<file path="src/rtl/key_sw_io_device_pkg.sv">
// Shared constants for the KEY/SW input peripheral: register map,
// control-register bit positions and input group widths.
package key_sw_io_device_pkg;

  localparam logic [31:0] ADDR_KDATA_DEF = 32'hF0000010;
  localparam logic [31:0] ADDR_SDATA_DEF = 32'hF0000014;
  localparam logic [31:0] ADDR_KCTRL_DEF = 32'hF0000110;
  localparam logic [31:0] ADDR_SCTRL_DEF = 32'hF0000114;

  localparam int CTRL_READY = 0;
  localparam int CTRL_OVR   = 2;
  localparam int CTRL_IE    = 4;

  localparam int KEY_W = 4;
  localparam int SW_W  = 10;

endpackage

</file>
<file path="src/rtl/key_sw_io_device_if.sv">
// Memory-stage bus between the pipeline load/store path and the peripheral.
// Single-cycle access: a load or store is taken on the clock edge it is
// presented at; rdData/rdHit answer combinationally from addr.
interface key_sw_io_device_if #(
  parameter int DBITS = 32
);
  logic [DBITS-1:0] addr;
  logic             isLoad;
  logic             isStore;
  logic [DBITS-1:0] wrData;
  logic [DBITS-1:0] rdData;
  logic             rdHit;

  modport master (output addr, isLoad, isStore, wrData, input rdData, rdHit);
  modport slave  (input addr, isLoad, isStore, wrData, output rdData, rdHit);
endinterface

</file>
<file path="src/rtl/key_sw_io_device_io_debouncer.sv">
// Two-flop synchroniser followed by a per-group stability counter; stable
// takes the synchronised value once it has differed for DEBOUNCE_CYCLES cycles.
module io_debouncer #(
  parameter int WIDTH           = 4,
  parameter int DEBOUNCE_CYCLES = 250000,
  parameter int CNT_BITS        = 20
) (
  input  logic             clk,
  input  logic             reset,
  input  logic [WIDTH-1:0] din,
  output logic [WIDTH-1:0] stable,
  output logic             changed
);
  localparam logic [CNT_BITS-1:0] CNT_LAST = CNT_BITS'(DEBOUNCE_CYCLES - 1);
  localparam logic [CNT_BITS-1:0] CNT_MAX  = '1;

  logic [WIDTH-1:0]    syncA;
  logic [WIDTH-1:0]    syncB;
  logic [CNT_BITS-1:0] cnt;

  // Pulses in the same cycle stable is loaded, so the top can update flags on that edge.
  assign changed = (syncB != stable) && (cnt == CNT_LAST);

  always_ff @(posedge clk or posedge reset) begin
    if (reset) begin
      syncA  <= '0;
      syncB  <= '0;
      stable <= '0;
      cnt    <= '0;
    end else begin
      syncA <= din;
      syncB <= syncA;
      if (syncB == stable) begin
        cnt <= '0;
      end else if (changed) begin
        stable <= syncB;
        cnt    <= '0;
      end else if (cnt != CNT_MAX) begin
        cnt <= cnt + 1'b1;
      end
    end
  end
endmodule

</file>
<file path="src/rtl/key_sw_io_device.sv">
// KEY/SW input peripheral: debounced data registers plus ready/overrun/ie
// control-status registers and a level interrupt, on the memory-stage bus.
module key_sw_io_device
  import key_sw_io_device_pkg::*;
#(
  parameter int          DBITS           = 32,
  parameter int          DEBOUNCE_CYCLES = 250000,
  parameter int          CNT_BITS        = 20,
  parameter logic [31:0] ADDR_KDATA      = ADDR_KDATA_DEF,
  parameter logic [31:0] ADDR_SDATA      = ADDR_SDATA_DEF,
  parameter logic [31:0] ADDR_KCTRL      = ADDR_KCTRL_DEF,
  parameter logic [31:0] ADDR_SCTRL      = ADDR_SCTRL_DEF
) (
  input  logic                clk,
  input  logic                reset,
  input  logic [KEY_W-1:0]    KEY,
  input  logic [SW_W-1:0]     SW,
  key_sw_io_device_if.slave   bus,
  output logic                intr
);
  logic [KEY_W-1:0] kStable;
  logic [SW_W-1:0]  sStable;
  logic             kChg, sChg;
  logic             kReady, kOvr, kIe;
  logic             sReady, sOvr, sIe;

  // KEY is active-low on the board; invert so a pressed button reads 1.
  io_debouncer #(.WIDTH(KEY_W), .DEBOUNCE_CYCLES(DEBOUNCE_CYCLES), .CNT_BITS(CNT_BITS))
    keyDeb (.clk(clk), .reset(reset), .din(~KEY), .stable(kStable), .changed(kChg));

  io_debouncer #(.WIDTH(SW_W), .DEBOUNCE_CYCLES(DEBOUNCE_CYCLES), .CNT_BITS(CNT_BITS))
    swDeb (.clk(clk), .reset(reset), .din(SW), .stable(sStable), .changed(sChg));

  logic hitKData, hitSData, hitKCtrl, hitSCtrl;
  assign hitKData = (bus.addr == DBITS'(ADDR_KDATA));
  assign hitSData = (bus.addr == DBITS'(ADDR_SDATA));
  assign hitKCtrl = (bus.addr == DBITS'(ADDR_KCTRL));
  assign hitSCtrl = (bus.addr == DBITS'(ADDR_SCTRL));

  logic kDataRd, sDataRd, kCtrlWr, sCtrlWr;
  assign kDataRd = bus.isLoad  && hitKData;
  assign sDataRd = bus.isLoad  && hitSData;
  assign kCtrlWr = bus.isStore && hitKCtrl;
  assign sCtrlWr = bus.isStore && hitSCtrl;

  // Later assignments take priority: an overrun event beats a W0C clear.
  always_ff @(posedge clk or posedge reset) begin
    if (reset) begin
      kReady <= 1'b0;
      kOvr   <= 1'b0;
      kIe    <= 1'b0;
    end else begin
      if (kCtrlWr) begin
        kIe <= bus.wrData[CTRL_IE];
        if (!bus.wrData[CTRL_OVR]) kOvr <= 1'b0;
      end
      if (kChg) begin
        if (kReady && !kDataRd) kOvr <= 1'b1;
        kReady <= 1'b1;
      end else if (kDataRd) begin
        kReady <= 1'b0;
      end
    end
  end

  always_ff @(posedge clk or posedge reset) begin
    if (reset) begin
      sReady <= 1'b0;
      sOvr   <= 1'b0;
      sIe    <= 1'b0;
    end else begin
      if (sCtrlWr) begin
        sIe <= bus.wrData[CTRL_IE];
        if (!bus.wrData[CTRL_OVR]) sOvr <= 1'b0;
      end
      if (sChg) begin
        if (sReady && !sDataRd) sOvr <= 1'b1;
        sReady <= 1'b1;
      end else if (sDataRd) begin
        sReady <= 1'b0;
      end
    end
  end

  always_comb begin
    bus.rdData = '0;
    if (hitKData) begin
      bus.rdData[KEY_W-1:0] = kStable;
    end else if (hitSData) begin
      bus.rdData[SW_W-1:0] = sStable;
    end else if (hitKCtrl) begin
      bus.rdData[CTRL_READY] = kReady;
      bus.rdData[CTRL_OVR]   = kOvr;
      bus.rdData[CTRL_IE]    = kIe;
    end else if (hitSCtrl) begin
      bus.rdData[CTRL_READY] = sReady;
      bus.rdData[CTRL_OVR]   = sOvr;
      bus.rdData[CTRL_IE]    = sIe;
    end
  end

  assign bus.rdHit = hitKData | hitSData | hitKCtrl | hitSCtrl;
  assign intr      = (kReady & kIe) | (sReady & sIe);
endmodule

</file>
<file path="src/flat_wrapper.sv">
// flat-port wrapper written by rule: the top's interface ports become plain ports
module key_sw_io_device_flat import key_sw_io_device_pkg::*;
#(
  parameter int          DBITS           = 32,
  parameter int          DEBOUNCE_CYCLES = 250000,
  parameter int          CNT_BITS        = 20,
  parameter logic [31:0] ADDR_KDATA      = ADDR_KDATA_DEF,
  parameter logic [31:0] ADDR_SDATA      = ADDR_SDATA_DEF,
  parameter logic [31:0] ADDR_KCTRL      = ADDR_KCTRL_DEF,
  parameter logic [31:0] ADDR_SCTRL      = ADDR_SCTRL_DEF
)
  (clk, reset, KEY, SW, intr, bus_addr, bus_isLoad, bus_isStore, bus_wrData, bus_rdData, bus_rdHit);
  key_sw_io_device_if #(.DBITS(DBITS)) bus_i ();
  input  logic clk;
  input  logic reset;
  input  logic [KEY_W-1:0] KEY;
  input  logic [SW_W-1:0] SW;
  output logic intr;
  input wire logic [$bits(bus_i.addr)-1:0] bus_addr;
  input wire logic [$bits(bus_i.isLoad)-1:0] bus_isLoad;
  input wire logic [$bits(bus_i.isStore)-1:0] bus_isStore;
  input wire logic [$bits(bus_i.wrData)-1:0] bus_wrData;
  output wire logic [$bits(bus_i.rdData)-1:0] bus_rdData;
  output wire logic [$bits(bus_i.rdHit)-1:0] bus_rdHit;
  assign bus_i.addr = bus_addr;
  assign bus_i.isLoad = bus_isLoad;
  assign bus_i.isStore = bus_isStore;
  assign bus_i.wrData = bus_wrData;
  assign bus_rdData = bus_i.rdData;
  assign bus_rdHit = bus_i.rdHit;
  key_sw_io_device #(.DBITS(DBITS), .DEBOUNCE_CYCLES(DEBOUNCE_CYCLES), .CNT_BITS(CNT_BITS), .ADDR_KDATA(ADDR_KDATA), .ADDR_SDATA(ADDR_SDATA), .ADDR_KCTRL(ADDR_KCTRL), .ADDR_SCTRL(ADDR_SCTRL)) u_core (.clk(clk), .reset(reset), .KEY(KEY), .SW(SW), .bus(bus_i), .intr(intr));
endmodule
</file>
<file path="config.mk">
export PLATFORM = sky130hd
export DESIGN_NAME = key_sw_io_device_flat
export DESIGN_NICKNAME = d
export VERILOG_FILES = /design/src/rtl/key_sw_io_device_pkg.sv /design/src/rtl/key_sw_io_device_if.sv /design/src/rtl/key_sw_io_device_io_debouncer.sv /design/src/rtl/key_sw_io_device.sv /design/src/flat_wrapper.sv
export SDC_FILE = /design/constraint.sdc
export NUM_CORES = 1
export LEC_CHECK = 0
export CORE_UTILIZATION = 34
export CTS_BUF_LIST = sky130_fd_sc_hd__clkbuf_8
export CTS_CLUSTER_SIZE = 40
export DETAILED_ROUTE_END_ITERATION = 6
export PLACE_DENSITY = 0.61
export SYNTH_ARGS = -nofsm -noshare
export SYNTH_HDL_FRONTEND = slang
export SYNTH_SLANG_ARGS = --single-unit
</file>
<file path="constraint.sdc">
create_clock -name clk -period 7.6 [get_ports clk]
set_input_delay 1.14 -clock clk [delete_from_list [all_inputs] [get_ports clk]]
set_output_delay 1.14 -clock clk [all_outputs]
set_load 0.03 [all_outputs]
</file>
# ---- Word-level counts from Yosys, hierarchy flattened
# Index checks and enable logic that the tools add are counted.
dict set report op_classes {
  addsub 2
  eq_ne 12
  mux 32
  bitwise 9
  n_reduce_logical 16
}
# op count
set ops {}
lappend ops {{$eq 32x32->1 const B} 4}
lappend ops {{$mux 20} 6}
lappend ops {{$add 20x1->20 const B} 2}
lappend ops {{$eq 20x18->1 const B} 2}
lappend ops {{$ne 20x20->1 const B} 2}
lappend ops {{$mux 1} 23}
lappend ops {{$eq 10x10->1} 1}
lappend ops {{$ne 10x10->1} 1}
lappend ops {{$logic_and 1x1->1} 8}
lappend ops {{$mux 6} 1}
lappend ops {{$reduce_bool 3->1} 2}
lappend ops {{$mux 5} 1}
lappend ops {{$eq 4x4->1} 1}
lappend ops {{$mux 4} 1}
lappend ops {{$ne 4x4->1} 1}
lappend ops {{$not 4->4} 1}
lappend ops {{$or 1x1->1} 4}
lappend ops {{$reduce_and 2->1} 2}
lappend ops {{$reduce_bool 2->1} 2}
lappend ops {{$and 1x1->1} 2}
lappend ops {{$logic_not 1->1} 2}
lappend ops {{$not 1->1} 2}
dict set report totals {
  register_bits 88
  input_bits 82
  output_inout_bits 34
  elab_cells 85
}

# ---- Depth between registers and ports, before layout
dict set report depth {
  ltp_word 6
  mapped_depth 9
  ltp_nobuf 6
}

# ---- Modules after synthesis
# Synthesis repeated with hierarchy kept, for this count alone.
dict set report hier_totals {
  cells_unflattened 450
  area_unflattened_um2 4673.2
}
# module instances cells_each area_per_inst_um2 seq_area_each_um2
set modules_own_cells {}
lappend modules_own_cells {{io_debouncer (u_core.swDeb)} 1 183 2134.5 1251.2}
lappend modules_own_cells {{io_debouncer (u_core.keyDeb)} 1 162 1637.8 800.8}
lappend modules_own_cells {key_sw_io_device 1 105 900.9 150.1}

# ---- Worst setup path before layout
# Ideal clock, no wire load.
dict set report synth_timing {
  path_kind {input port to output port}
  start {input port bus_addr[9]}
  end {output port bus_rdData[0]}
  arrival_time_ns 2.575
  t_required_ns 6.460
  path_slack_ns 3.885
  cell_stages 5
  n_path_buf 1
  cell_sequence {nor4b_1 -> nand4_1 -> or3_1 -> clkbuf_1 -> nor2b_1}
}
dict set report synth_via {
  elab_chain_cells 5
  elab_cells_between_ends 8
  classes_between {eq/ne: 4; mux: 4}
}
# element line
set synth_rtl {}
lappend synth_rtl {{start, declared} flat_wrapper.sv:19} ;# input wire logic [$bits(bus_i.addr)-1:0] bus_addr;
lappend synth_rtl {{$eq 32x32->1} key_sw_io_device.sv:38} ;# assign hitSCtrl = (bus.addr == DBITS'(ADDR_SCTRL));
lappend synth_rtl {{$mux 1} key_sw_io_device.sv:95} ;# end else if (hitSCtrl) begin
lappend synth_rtl {{$mux 1} key_sw_io_device.sv:91} ;# end else if (hitKCtrl) begin
lappend synth_rtl {{$mux 1} key_sw_io_device.sv:89} ;# end else if (hitSData) begin
lappend synth_rtl {{$mux 4 (*)} key_sw_io_device.sv:87} ;# if (hitKData) begin
lappend synth_rtl {{end, declared} flat_wrapper.sv:23} ;# output wire logic [$bits(bus_i.rdData)-1:0] bus_rdData;
# Mark *: on every way between the ends. The rest lies on a longest branch, timed or not.

# ---- Worst setup path after layout
dict set report layout_timing {
  start {input port bus_addr[3]}
  end {output port bus_rdData[6]}
}
dict set report layout_via {
  elab_chain_cells 3
  elab_cells_between_ends 4
  classes_between {eq/ne: 2; mux: 2}
}
# element line
set layout_rtl {}
lappend layout_rtl {{$eq 32x32->1} key_sw_io_device.sv:36} ;# assign hitSData = (bus.addr == DBITS'(ADDR_SDATA));
lappend layout_rtl {{$mux 5} key_sw_io_device.sv:89}
lappend layout_rtl {{$mux 6 (*)} key_sw_io_device.sv:87}
# Marks and branches as above.

==> summary by stage <==
Floorplanning
The initial core utilization is 0.354. Measured along the x axis, the die boundary spans 115 um. The floorplan step defined a die boundary enclosing ~13000 um2. The die span in y is about 110 um. The number of top-level pins is 116. The core region is 12200 um2. The number of rows in the core area is 40.

Critical path
For this run, the slowest stage of the critical path takes about 0.67 ns. The critical path endpoint category is a primary output. The required time of the worst setup path is 6.46 ns. Data on the critical path arrives at its endpoint at roughly 3.8 ns.

Traced cell by cell, the critical path runs through clkdlybuf4s50_1, nor4b_1, nand2_1, or3_1, nor2b_1, and2_1, clkdlybuf4s50_1. Along the worst path, the maximum fanout reaches 13. Counting both buffers and inverters, the worst setup path holds a total of 2. The startpoint-to-endpoint class of the critical path is in -> out. Counting stages on the worst path, the most repeated cell is sky130_fd_sc_hd__clkdlybuf4s50_1. Grouping stages by cell kind, the critical path spends the most delay in simple AND/OR/NAND/NOR gates. The slowest stage of the critical path is the sky130_fd_sc_hd__clkdlybuf4s50_1 cell. STA classifies the critical path startpoint as a primary input.

Pwr
The register share of total power is 0.519. After layout, the design draws a total of 1.06 mW. The switching share of power is 0.261. The net switching power is 0.277 mW. The combinational group share of total power is 0.106. The internal power of the cells totals 0.784 mW. In this run the static leakage power is 2.27 nW.

The power density over cell area is 200 nW/um2. The peak supply drop is 0.107 mV. The clock power share is 0.375.

Synth
The post-synthesis register bit count is 88. Of the total synthesized cell area, the portion taken by AND, OR, NAND and NOR gates is 0.214. A synthesized cell averages 10.5 um2. The post-synthesis cell count is 412.

The share of synthesized flip-flops with an asynchronous set or reset is 1.00. The number of enable flip-flop cells after synthesis is 0. The mapped netlist covers 4310 um2. The most used flip-flop cell after synthesis is sky130_fd_sc_hd__dfrtp_1.

Measured against the total synthesized area, the mux share comes to 0.0508. The count of distinct cell types in the synthesized netlist is 51. The sequential element share of the synthesized area is 0.511. The fraction of the mapped netlist area in compound gates was 0.0921.

The synthesized-area fraction occupied by adder cells is 0.00581. The number of synthesis warnings is 0. After synthesis, the largest family of logic cells by area is simple AND/OR/NAND/NOR gates. Of the total synthesized cell area, the portion taken by XOR and XNOR cells is 0.0651.

STA
The worst setup skew after layout is 0.0136 ns. Static timing analysis puts the maximum clock frequency at 202 MHz. The time the final worst path needs with I/O delays and setup is 4.96 ns. The count of final max-slew check failures was 0. The final cycle utilization of the critical path is 0.652. The final count of hold timing violations was 0.

The worst pin sits at a relative slew slack of 0.391. The number of setup violations in the final report is 0. Setup repair after global routing left no endpoint under its margin. The transition time at the pin with the least slew margin is 0.913 ns. Across all setup checks in the final design, the least slack found is 2.64 ns. The total negative slack is 0 ns.

Layout
The antenna cell count is 0. The final design utilization is 0.437. The layout has around 1200 filler cells. The signed area change from the synthesized netlist to the final layout is 23.3%. The sequential cells in the finished layout cover a total of 2200 um2.

The area taken by multi-input logic gates is 1930 um2. The fraction of final layout cells with drive strength greater than 1 is 0.0950. The library cell used most frequently in the layout, excluding fill and tap cells, is sky130_fd_sc_hd__dfrtp_1. The count of nets after finishing is between 500 and 600.

In the layout the commonest cells are sky130_fd_sc_hd__dfrtp_1 (88), sky130_fd_sc_hd__clkdlybuf4s50_1 (63), sky130_fd_sc_hd__nand2_1 (34). The finished layout holds 652 standard cells, fillers aside.

Clock network
Post-CTS repair changed the size of 0 cells. The post-cts hold buffer count is 0. The clock insertion delay at the later pin of the skew report is 0.37 ns. TritonCTS built the clock tree. The total CTS buffers is 9.

The clock drives 88 sinks. The clock tree buffer depth is 2. The number of setup buffers added after CTS is 0.

The root buffer cell chosen for the clock tree is sky130_fd_sc_hd__clkbuf_8. CTS built an H-tree with a depth of 3. The clock-pin slew on the worst setup and hold paths is 0.10 ns.

Placed design
The worst-case setup slack after placement is 2.55 ns. The number of port buffers is 63. The number of placed instances, taps included, is between 600 and 700. Detailed placement finished with a half-perimeter wire length of 6.29 mm. At the end of routability-driven placement, the weighted congestion stood at 0.803.

Route
The detail-routed net length per standard cell is about 14 um. The DRC violations left is 0. The detailed-route wire length is 8.86 mm. Before antenna repair, the detailed router went through 4 iterations.

The detailed router placed approximately 3200 vias in this run. After the first detailed-routing iteration, the DRC count stood at 159. Using the TritonRoute via totals, the vias-per-cell ratio works out to 4.96. The detail route stage leaves a number of antenna-violating nets equal to 0.

Run
Across the run, the number of max-cap violations was 0.

Global routing
The global-route wire length before repair is roughly 15 mm. After global routing the overflow that remains totals 0. The number of antenna violations at the first check in global routing was 0. The total track usage is 0.144. The largest net degree at the start of global routing is 75. The via count of the first global-routing pass was 3138.

Worst hold path
The type of the tightest min-delay check is reg -> reg.

Status
The run finished with clean final reports.
-- metrics by stage --
step	instance area (um2)	hold slack, ns
2_1_floorplan	4390	0.331
3_3_place_gp	5060	0.332
5_1_grt	5310	0.364
6_report	5310	0.348
3_5_place_dp	5060	0.336
4_1_cts	5310	0.356
-- kinds of logic (layout without fill, tap and decap cells) --
group	Yosys count	in the layout
compound gates	62	62
simple gates	165	165
xor+xnor	32	32
fa+ha+maj	2	2
mux	17	17
buf+inv	45	96
flops	88	88
other cells	1	22
-- cells in the mapped netlist, drive strengths merged (2+ instances only) --
cell,count,area (um2)
dfrtp,88,2200
nand2,35,139
nor2,34,144
buf,27,189
a21oi,20,100
xnor2,16,140
xor2,16,140
nand4,15,93.8
o21ai,15,75.1
nand3,14,70.1
mux2,13,154
inv,12,45.0
nor4,12,96.3
or3,10,62.6
and3,7,43.8
nor3,7,35.0
clkbuf,6,22.5
or4,6,48.8
a211oi,5,37.5
and2,5,31.3
and4,5,43.8
nor2b,5,31.3
o211ai,5,37.5
nor4b,4,35.0
o31ai,4,30.0
a2111oi,3,32.5
a22oi,3,22.5
a22o,2,17.5
ha,2,25.0
mux2i,2,20.0
mux4,2,45.0
nand2b,2,12.5
o41ai,2,17.5
-- path summary, 6_finish.rpt --
kind                            slack, ns                  start                endpoint  cells past startpoint
worst max-delay path                 2.64            bus_addr[3]           bus_rdData[6]                      7
worst min-delay path                 0.35  u_core.swDeb.syncA[6]   u_core.swDeb.syncB[6]                      0
worst max register to register       5.29   u_core.swDeb.cnt[13]  u_core.swDeb.stable[2]                      5
worst min register to register       0.35  u_core.swDeb.syncA[6]   u_core.swDeb.syncB[6]                      0
max in group asynchronous            5.42                  reset  u_core.swDeb.stable[8]                      3
min in group asynchronous            1.01                  reset    u_core.keyDeb.cnt[8]                      2
-- worst register-to-register path: cells and delay by family, from the launching register on --
family | cells | cell delay (ns)
AND/OR/NAND/NOR | 4 | 1.45
flip-flops | 1 | 0.44
multiplexers | 1 | 0.30
-- flip-flops by register name, indices dropped and copies added, names as in the netlist --
register / count
u_core.kIe: 1
u_core.keyDeb.stable: 4
u_core.kReady: 1
u_core.kOvr: 1
u_core.swDeb.syncA: 10
u_core.swDeb.stable: 10
u_core.keyDeb.cnt: 20
u_core.keyDeb.syncA: 4
u_core.swDeb.syncB: 10
u_core.keyDeb.syncB: 4
u_core.sOvr: 1
u_core.sIe: 1
u_core.sReady: 1
u_core.swDeb.cnt: 20
-- power groups by stage --
stage | registers (mW) | clock network [mW] | logic (mW)
floorplan | 0.545 | 0 | 0.0834
global placement | 0.555 | 0 | 0.111
detailed placement | 0.558 | 0 | 0.114
CTS | 0.550 | 0.410 | 0.115
global route | 0.557 | 0.427 | 0.127
finish | 0.550 | 0.398 | 0.113
-- metal layers --
layer / GRT usage / vias to the layer above / share of wire / routed length (um)
met5: 0 / - / 0 / 0
met4: 0.0675 / 0 / 0.018 / 159
met3: 0.0249 / 12 / 0.056 / 495
met2: 0.225 / 91 / 0.46 / 4070
met1: 0.194 / 1571 / 0.47 / 4140
li1: - / 1561 / - / -
-- final cells by class --
class | instances | area share
clock inverters | 7 | 0.0238
flip-flops and latches | 88 | 0.415
inverters | 12 | 0.00872
multi-input cells | 300 | 0.364
well taps | 168 | 0.0396
repair buffers | 68 | 0.126
clock buffers | 9 | 0.0233
(Power assumes the default switching activity.)
